## config.mk

```make
export PLATFORM = sky130hd
export DESIGN_NAME = tone_arbiter
export DESIGN_NICKNAME = d
export VERILOG_FILES = /design/src/rtl/tone_arb_pkg.sv /design/src/rtl/key_debounce.sv /design/src/rtl/tone_arbiter.sv
export SDC_FILE = /design/constraint.sdc
export NUM_CORES = 1
export LEC_CHECK = 0
export ABC_AREA = 1
export ABC_CLOCK_PERIOD_IN_PS = 1800
export CORE_ASPECT_RATIO = 0.7
export CORE_MARGIN = 2
export CORE_UTILIZATION = 63
export CTS_CLUSTER_SIZE = 16
export DETAILED_ROUTE_END_ITERATION = 6
export GPL_ROUTABILITY_DRIVEN = 0
export HOLD_SLACK_MARGIN = 0.1
export PLACE_DENSITY_LB_ADDON = 0.2
export SLEW_MARGIN = 20
export SYNTH_ARGS = -nofsm -noshare
export SYNTH_HDL_FRONTEND = slang
export SYNTH_HIERARCHICAL = 1
export SYNTH_SLANG_ARGS = --single-unit
```

## constraint.sdc

```tcl
create_clock -name clk -period 1.8 [get_ports clk]
set_input_delay 0.18 -clock clk [delete_from_list [all_inputs] [get_ports clk]]
set_output_delay 0.18 -clock clk [all_outputs]
set_load 0.02 [all_outputs]
```

## src/rtl/tone_arb_pkg.sv

```systemverilog
// Shared types, constants and counter-width helpers for the tone arbiter.
package tone_arb_pkg;

    localparam int unsigned NUM_KEYS  = 4;
    localparam int unsigned KEY_IDX_W = 2;

    localparam int unsigned DEF_DEBOUNCE_CYCLES = 500000;
    localparam int unsigned DEF_HALF_PERIOD_0   = 113600;
    localparam int unsigned DEF_HALF_PERIOD_1   = 101250;
    localparam int unsigned DEF_HALF_PERIOD_2   = 95550;
    localparam int unsigned DEF_HALF_PERIOD_3   = 85150;
    localparam int unsigned DEF_GAP_CYCLES      = 50000;

    typedef enum logic [1:0] {
        IDLE = 2'd0,
        PLAY = 2'd1,
        GAP  = 2'd2
    } state_t;

    // Width of a counter running 0..terminal-1; never narrower than one bit.
    function automatic int unsigned cnt_width(input int unsigned terminal);
        return (terminal < 2) ? 1 : $clog2(terminal);
    endfunction

    function automatic int unsigned max_of4(input int unsigned a, input int unsigned b,
                                            input int unsigned c, input int unsigned d);
        int unsigned m;
        m = a;
        if (b > m) m = b;
        if (c > m) m = c;
        if (d > m) m = d;
        return m;
    endfunction

endpackage

```

## src/rtl/key_debounce.sv

```systemverilog
// One key input: 2-flop synchronizer followed by a stable-count debouncer.
module key_debounce
    import tone_arb_pkg::*;
#(
    parameter int unsigned DEBOUNCE_CYCLES = DEF_DEBOUNCE_CYCLES
) (
    input  logic clk,
    input  logic reset,
    input  logic raw,
    output logic level
);

    localparam int unsigned DW      = cnt_width(DEBOUNCE_CYCLES);
    localparam int unsigned DB_LAST = (DEBOUNCE_CYCLES > 0) ? DEBOUNCE_CYCLES - 1 : 0;

    logic          sync1;
    logic          sync2;
    logic [DW-1:0] stable_cnt;

    always_ff @(posedge clk) begin
        if (reset) begin
            sync1 <= 1'b0;
            sync2 <= 1'b0;
        end else begin
            sync1 <= raw;
            sync2 <= sync1;
        end
    end

    // Accept the synced level only after it has differed for DEBOUNCE_CYCLES in a row.
    always_ff @(posedge clk) begin
        if (reset) begin
            level      <= 1'b0;
            stable_cnt <= '0;
        end else if (sync2 == level) begin
            stable_cnt <= '0;
        end else if (stable_cnt == DW'(DB_LAST)) begin
            level      <= sync2;
            stable_cnt <= '0;
        end else begin
            stable_cnt <= stable_cnt + DW'(1);
        end
    end

endmodule

```

## src/rtl/tone_arbiter.sv

```systemverilog
// Four-key tone arbiter: debounce, pick a winner, sequence one shared square-wave generator.
// Optional macro TONE_ARB_LAST_NOTE_EN selects last-note priority instead of fixed low-index priority.
module tone_arbiter
    import tone_arb_pkg::*;
#(
    parameter int unsigned DEBOUNCE_CYCLES = DEF_DEBOUNCE_CYCLES,
    parameter int unsigned HALF_PERIOD_0   = DEF_HALF_PERIOD_0,
    parameter int unsigned HALF_PERIOD_1   = DEF_HALF_PERIOD_1,
    parameter int unsigned HALF_PERIOD_2   = DEF_HALF_PERIOD_2,
    parameter int unsigned HALF_PERIOD_3   = DEF_HALF_PERIOD_3,
    parameter int unsigned GAP_CYCLES      = DEF_GAP_CYCLES
) (
    input  logic                 clk,
    input  logic                 reset,
    input  logic [NUM_KEYS-1:0]  key,
    output logic                 speaker,
    output logic                 playing,
    output logic [KEY_IDX_W-1:0] active_key
);

    localparam int unsigned HP_MAX   = max_of4(HALF_PERIOD_0, HALF_PERIOD_1,
                                               HALF_PERIOD_2, HALF_PERIOD_3);
    localparam int unsigned TW       = cnt_width(HP_MAX);
    localparam int unsigned GW       = cnt_width(GAP_CYCLES);
    localparam int unsigned GAP_LAST = (GAP_CYCLES > 0) ? GAP_CYCLES - 1 : 0;

    logic [NUM_KEYS-1:0]  key_db;
    logic                 any_key_c;
    logic [KEY_IDX_W-1:0] winner_c;
    logic [TW-1:0]        hp_last_c;

    state_t               state;
    logic [TW-1:0]        tone_cnt;
    logic [GW-1:0]        gap_cnt;

    for (genvar i = 0; i < NUM_KEYS; i++) begin : g_key
        key_debounce #(
            .DEBOUNCE_CYCLES (DEBOUNCE_CYCLES)
        ) u_debounce (
            .clk   (clk),
            .reset (reset),
            .raw   (key[i]),
            .level (key_db[i])
        );
    end

    function automatic logic [KEY_IDX_W-1:0] lowest_set(input logic [NUM_KEYS-1:0] v);
        logic [KEY_IDX_W-1:0] idx;
        idx = '0;
        for (int i = NUM_KEYS - 1; i >= 0; i--) begin
            if (v[i]) idx = KEY_IDX_W'(i);
        end
        return idx;
    endfunction

    assign any_key_c = |key_db;

`ifdef TONE_ARB_LAST_NOTE_EN
    logic [NUM_KEYS-1:0]  key_db_q;
    logic [NUM_KEYS-1:0]  rises_c;
    logic [KEY_IDX_W-1:0] last_winner;

    // Newest press wins; on release of the winner fall back to the lowest key still held.
    always_comb begin
        rises_c = key_db & ~key_db_q;
        if (|rises_c) begin
            winner_c = lowest_set(rises_c);
        end else if (key_db[last_winner]) begin
            winner_c = last_winner;
        end else begin
            winner_c = lowest_set(key_db);
        end
    end

    always_ff @(posedge clk) begin
        if (reset) begin
            key_db_q    <= '0;
            last_winner <= '0;
        end else begin
            key_db_q    <= key_db;
            last_winner <= winner_c;
        end
    end
`else
    assign winner_c = lowest_set(key_db);
`endif

    // Terminal tone count for the key currently sounding.
    always_comb begin
        case (active_key)
            2'd0:    hp_last_c = TW'(HALF_PERIOD_0 - 1);
            2'd1:    hp_last_c = TW'(HALF_PERIOD_1 - 1);
            2'd2:    hp_last_c = TW'(HALF_PERIOD_2 - 1);
            default: hp_last_c = TW'(HALF_PERIOD_3 - 1);
        endcase
    end

    always_ff @(posedge clk) begin
        if (reset) begin
            state      <= IDLE;
            speaker    <= 1'b0;
            playing    <= 1'b0;
            active_key <= '0;
            tone_cnt   <= '0;
            gap_cnt    <= '0;
        end else begin
            case (state)
                IDLE: begin
                    speaker <= 1'b0;
                    if (any_key_c) begin
                        state      <= PLAY;
                        playing    <= 1'b1;
                        active_key <= winner_c;
                        tone_cnt   <= '0;
                    end
                end

                // Release-all outranks a winner change; otherwise run the half-period counter.
                PLAY: begin
                    if (!any_key_c) begin
                        state   <= IDLE;
                        playing <= 1'b0;
                        speaker <= 1'b0;
                    end else if (winner_c != active_key) begin
                        if (GAP_CYCLES > 0) begin
                            state   <= GAP;
                            playing <= 1'b0;
                            speaker <= 1'b0;
                            gap_cnt <= '0;
                        end else begin
                            active_key <= winner_c;
                            tone_cnt   <= '0;
                            speaker    <= 1'b0;
                        end
                    end else if (tone_cnt == hp_last_c) begin
                        speaker  <= ~speaker;
                        tone_cnt <= '0;
                    end else begin
                        tone_cnt <= tone_cnt + TW'(1);
                    end
                end

                GAP: begin
                    speaker <= 1'b0;
                    if (gap_cnt == GW'(GAP_LAST)) begin
                        gap_cnt <= '0;
                        if (any_key_c) begin
                            state      <= PLAY;
                            playing    <= 1'b1;
                            active_key <= winner_c;
                            tone_cnt   <= '0;
                        end else begin
                            state <= IDLE;
                        end
                    end else begin
                        gap_cnt <= gap_cnt + GW'(1);
                    end
                end

                default: begin
                    state   <= IDLE;
                    speaker <= 1'b0;
                    playing <= 1'b0;
                end
            endcase
        end
    end

endmodule

```

* After elaboration in Yosys (flattened, before gate mapping)
Index checks and enable logic that the tools add are counted.
** Storage, ports and cells
- Register bits after elaboration :: 127
** Operators by class
- Mux-type cells :: 29
- Add/subtract/negate cells :: 6
- Bitwise logic cells :: 7
- Reductions and logical operators :: 20
- Equal/unequal tests :: 21
** Operators with widths (count)
- 17-bit 2-to-1 mux :: 5
- 19-bit by 1-bit adder with 19-bit output, second input constant :: 4
- 19-bit == test, second input constant :: 4
- 17-bit one-hot mux with 3 select lines :: 1
- 16-bit 2-to-1 mux :: 3
- 16-bit one-hot mux with 3 select lines :: 1
- 16-bit one-hot mux with 2 select lines :: 1
- 2-bit 2-to-1 mux :: 10
- 17-bit by 1-bit adder with 17-bit output, second input constant :: 1
- 17-bit == test :: 1
- 16-bit by 1-bit adder with 16-bit output, second input constant :: 1
- 16-bit == test, second input constant :: 1
- 2-bit AND reduction :: 6
- 3-bit OR reduction :: 4
- 2-bit != test, second input constant :: 5
- 4-bit OR reduction :: 2
- 1-bit inverter :: 7
- 2-bit one-hot mux with 3 select lines :: 1
- 3-bit AND reduction :: 2
- 1-bit 2-to-1 mux :: 5
- 1-bit == test :: 4
- 2-bit by 1-bit == test with 1-bit output, second input constant :: 2
- 2-bit == test, second input constant :: 2
- 2-bit zero test :: 2
- other kinds (7) :: 8

* Depth between registers and ports, before layout
- Depth after elaboration :: 8
- Depth in mapped cells :: 14
- Depth with buffers taken out :: 13

* Modules after synthesis
Netlist, hierarchy kept.
** Modules (own cells, without submodules)
- key_debounce at g_key[0].u_debounce ... :: area each 1203.7 µm², times used 3, sequential area each 440.4 µm², cells each 182
- tone_arbiter :: area each 2595.0 µm², times used 1, sequential area each 780.7 µm², cells each 421
- key_debounce at g_key[3].u_debounce :: area each 1189.9 µm², times used 1, sequential area each 440.4 µm², cells each 181

* Worst setup path before layout
OpenSTA, ideal clock, no wires.
- Path type :: register to register
- Start point :: register active_key[0]
- End point :: register tone_cnt[1]
- Period minus slack after synthesis :: 1.595 ns
- Buffers on the path :: 1
- Slack :: 0.205 ns
- Cell stages (with the launch flop) :: 11
- Arrival time :: 1.480 ns
- Cells stage by stage :: dfxtp_1 buf_2 nand3b_1 o21ai_0 nand3b_1 nor2_1 nand2_2 nand2_2 nand2_2 nand2_2 nor2_1
** Between the ends
- Word-level cells in the longest chain between the ends :: 7
** Ends and longest elaborated chain
- start, declared :: line tone_arbiter.sv:18 : output logic [KEY_IDX_W-1:0] active_key
- start signal, assigned :: line tone_arbiter.sv:113 : active_key <= winner_c;
- start signal, assigned :: line tone_arbiter.sv:131 : active_key <= winner_c;
- start signal, assigned :: line tone_arbiter.sv:150 : active_key <= winner_c;
- 2-bit == test (tied with other cells) :: line tone_arbiter.sv:90 : case (active_key)
- 16-bit one-hot mux with 3 select lines :: line tone_arbiter.sv:90
- 17-bit == test :: line tone_arbiter.sv:135 : end else if (tone_cnt == hp_last_c) begin
- 17-bit 2-to-1 mux :: line tone_arbiter.sv:135
- 17-bit 2-to-1 mux :: line tone_arbiter.sv:124 : end else if (winner_c != active_key) begin
- 17-bit 2-to-1 mux :: line tone_arbiter.sv:120 : if (!any_key_c) begin
- 17-bit one-hot mux with 3 select lines :: line tone_arbiter.sv:107 : case (state)
- end signal, assigned :: line tone_arbiter.sv:139 : tone_cnt <= tone_cnt + TW'(1);
- end, declared :: line tone_arbiter.sv:33 : logic [TW-1:0] tone_cnt;
Several ways; a longest one is shown, not always the timed one. The select of a mux whose other input is x is not followed.
A chain may end at the register's enable or synchronous reset.

* Worst setup path after layout
- Start point :: register active_key[0]
- End point :: output active_key[0]
No word-level cell between the ends.

==> flow_summary.ini <==
[status]
outcome = finished, final reports clean

[logic_synthesis]
synth_cell_type_count = 37
yosysSeqAreaShare_pct = 34.4
syn_nets = 1160
syn-instance-count = 1148
synthesis.area_sq_mm = 0.00740
yosysWarnings = 6
syn_area_per_cell_sq_um = 6.44
ys_ff_latch = 127

[finish]
fin_area_sq_mm = 0.00836
fin_nets = 1191
drive_gt1_share_pct = 14.4
antennaDiodeCount = 0
area.growth.synth_to_final_pct = 13.0

[floorplan]
rows = 33
io_pins = 10
coreArea_sq_mm = 0.0116
dieArea_sq_mm = 0.0126
start_util_pct = 64.0
die_h_um = 94.7
die_x_um = 134

[placement]
io_buffers = 9
dpl_cell_area_sq_mm = 0.00766
dp.final_hpwl_um = 11200
dp_slack_ns = 0.0483

[grt]
grt_pass1_wl_um = 27400
grt_pass1_vias = 6116
grt_max_degree = 29
overflow = 0
track_usage_pct = 26.4
antenna_found_initial = 0

[sta]
rsz0062_at_grt = true
min_period_ns = 1.75
worstMarginPinSlew_ns = 0.394
setup_viol_count_final = 0
fin_crit_sh_pct = 97.1
holdWs_ns = 0.288
fin_setup_tns_ns = 0
slew_headroom_pct = 73.7
max_freq_mhz = 572
timing.final.max_slew_violations = 0
finalHoldViolCount = 0
setup_slack_ns = 0.0515
finClkSkew_ns = 0.0108

[clocking]
clk_pin_slew_ns = 0.06
numCtsBuffers = 17
ctsHoldBuffers = 0
cts_tree = built
worstSkewPairLatency_ns = 0.42
clockBufferDepth = 2
root_buffer = clkbuf_16
numClockSinks = 127
htreeDepth = 4

[critical_path]
startpoint = active_key[0]
cp-end-kind = primary output
worstReg2RegEnd = gap_cnt[11]
r2r_slack_ns = 0.09
start_kind = flip-flop
path_class = flip-flop to primary output
r2r_cells = 10
path_max_fanout = 10
required_ns = 1.62
cp.arrival_ns = 1.57
crit-reg2reg-launch = g_key[0].u_debounce/level

[detailed_routing]
vias = 6917
vias_per_cell = 5.13
drc = 0
dr.pass1.iters = 5
drt_iter0_drc = 562
drt_wl_total_um = 16200
final_antenna_net_count = 0
wire_per_inst_um = 12.0

[power_and_ir_drop]
power_density_mw_per_mm2 = 729
peakVddDrop_uv = 736
finalPower_uw = 6090
leakage_uw = 0.00323

[run]
maxCapViolations = 0

[worst_hold_path]
holdPathEnd = g_key[3].u_debounce/sync1
holdPathStages = 3
hold_start = key[3]
hold_path.class = primary input to flip-flop
layout by cell type (no fill, tap or decap), drive strengths merged:
master,netlist,final
nand2,304,305
o21bai,1,1
o21a,1,1
inv,165,165
nand3,106,106
nand4,13,13
bufinv,0,1
nor3,20,20
nor3b,2,2
clkdlybuf4s50,0,9
clkinvlp,0,4
clkbuf,1,21
ha,6,6
o21ai,28,28
nand3b,4,4
and3,2,2
xnor2,10,10
a211oi,1,1
or2,9,9
o211ai,1,1
a21oi,40,40
nor2,253,253
a31oi,1,1
buf,12,14
clkinv,3,9
xor2,38,38
dfxtp,127,127
logic make-up (layout without fill, tap and decap cells):
kind of cell	count (synthesis)	after routing	synth area share [%]
AO/OA/AOI/OAI	73	73	5.14
XOR/XNOR	48	48	5.68
adder cells (fa/ha/maj)	6	6	1.02
buffers and inverters	181	223	10.4
flip-flops	127	127	34.4
AND/OR/NAND/NOR	713	714	43.3
through the flow:
step,utilization [%],instances
CTS,70.9,1344
global placement,66.2,1313
detailed placement,66.2,1313
finish,72.3,1348
global route,72.3,1348
floorplan,-,1148
metal layers:
layer,share of wire [%],track usage [%],up-vias,wire length (um)
met1,50,37.8,3062,8130
met4,1.2,7.89,0,200
li1,-,-,3613,-
met3,6.5,5.96,22,1050
met2,42,39.9,220,6840
met5,0,0,-,0
registers in the layout (all words and copies together), names as in the netlist:
signal	cells
active_key	2
g_key.u_debounce/stable_cnt	76
state	2
g_key.u_debounce/sync2	4
g_key.u_debounce/sync1	4
playing	1
speaker	1
tone_cnt	17
g_key.u_debounce/level	4
gap_cnt	16
critical path, cell delays in order, from the launching register on:
cell and delay, ns:
dfxtp_4 0.41, buf_4 0.15, clkdlybuf4s50_1 0.59
cell usage after synthesis:
cell type | instances | area (sq um)
nand2_2 | 10 | 62.6
nand3_4 | 1 | 17.5
xor2_1 | 38 | 333
and3_1 | 2 | 12.5
nor2_2 | 62 | 388
inv_1 | 156 | 586
dfxtp_1 | 127 | 2540
o211ai_1 | 1 | 7.51
buf_6 | 2 | 22.5
buf_4 | 2 | 15.0
a31oi_1 | 1 | 6.26
o21bai_1 | 1 | 7.51
nor3_1 | 18 | 90.1
clkbuf_1 | 1 | 3.75
o21a_1 | 1 | 7.51
nand3b_1 | 4 | 30.0
nand2_4 | 6 | 67.6
o21ai_0 | 25 | 125
o21ai_1 | 3 | 15.0
buf_12 | 4 | 80.1
clkinv_1 | 3 | 11.3
or2_2 | 9 | 56.3
nor3b_1 | 2 | 15.0
nand2_1 | 288 | 1080
nor3_2 | 2 | 20.0
a21oi_1 | 39 | 195
a211oi_1 | 1 | 7.51
ha_1 | 6 | 75.1
xnor2_1 | 10 | 87.6
nand4_2 | 1 | 12.5
nor2_1 | 191 | 717
inv_2 | 9 | 33.8
nand3_1 | 98 | 490
nand3_2 | 7 | 70.1
buf_2 | 4 | 20.0
nand4_1 | 12 | 75.1
a21oi_2 | 1 | 8.76
timing repair:
action | 4_1_cts | 5_1_grt
setup buffers | 0 | 2
cloned | 0 | 2
pin swaps | 0 | 2
gates resized for setup | 1 | 27
setup endpoints to repair | 1 | 31
how the worst max path moves through the flow:
| stage | depth (start not counted) | to |
|---|---|---|
| 3_5_place_dp | 11 | tone_cnt[1] |
| 5_1_grt | 12 | tone_cnt[16] |
| 4_1_cts | 2 | active_key[0] |
| 6_report | 2 | active_key[0] |
| 3_3_place_gp | 10 | tone_cnt[1] |
| 2_1_floorplan | 10 | tone_cnt[1] |
power by group:
group / leakage [uW] / internal (uW) / switching (uW) / total [uW]
logic: 0.00194 / 31.7 / 59.1 / 90.8
registers: 0.00103 / 2820 / 6.66 / 2830
clock network: 0.000257 / 1910 / 1260 / 3170
total: 0.00323 / 4760 / 1330 / 6090
layout make-up:
cell class	instances	area, sq um
Multi-Input combinational cell	841	4170
Fill cell	985	3210
Tap cell	157	196
Clock buffer	20	447
Clock inverter	11	93.8
Sequential cell	127	2550
Timing Repair Buffer	24	262
Inverter	168	633
No activity file was read; power rests on OpenSTA's default activity.
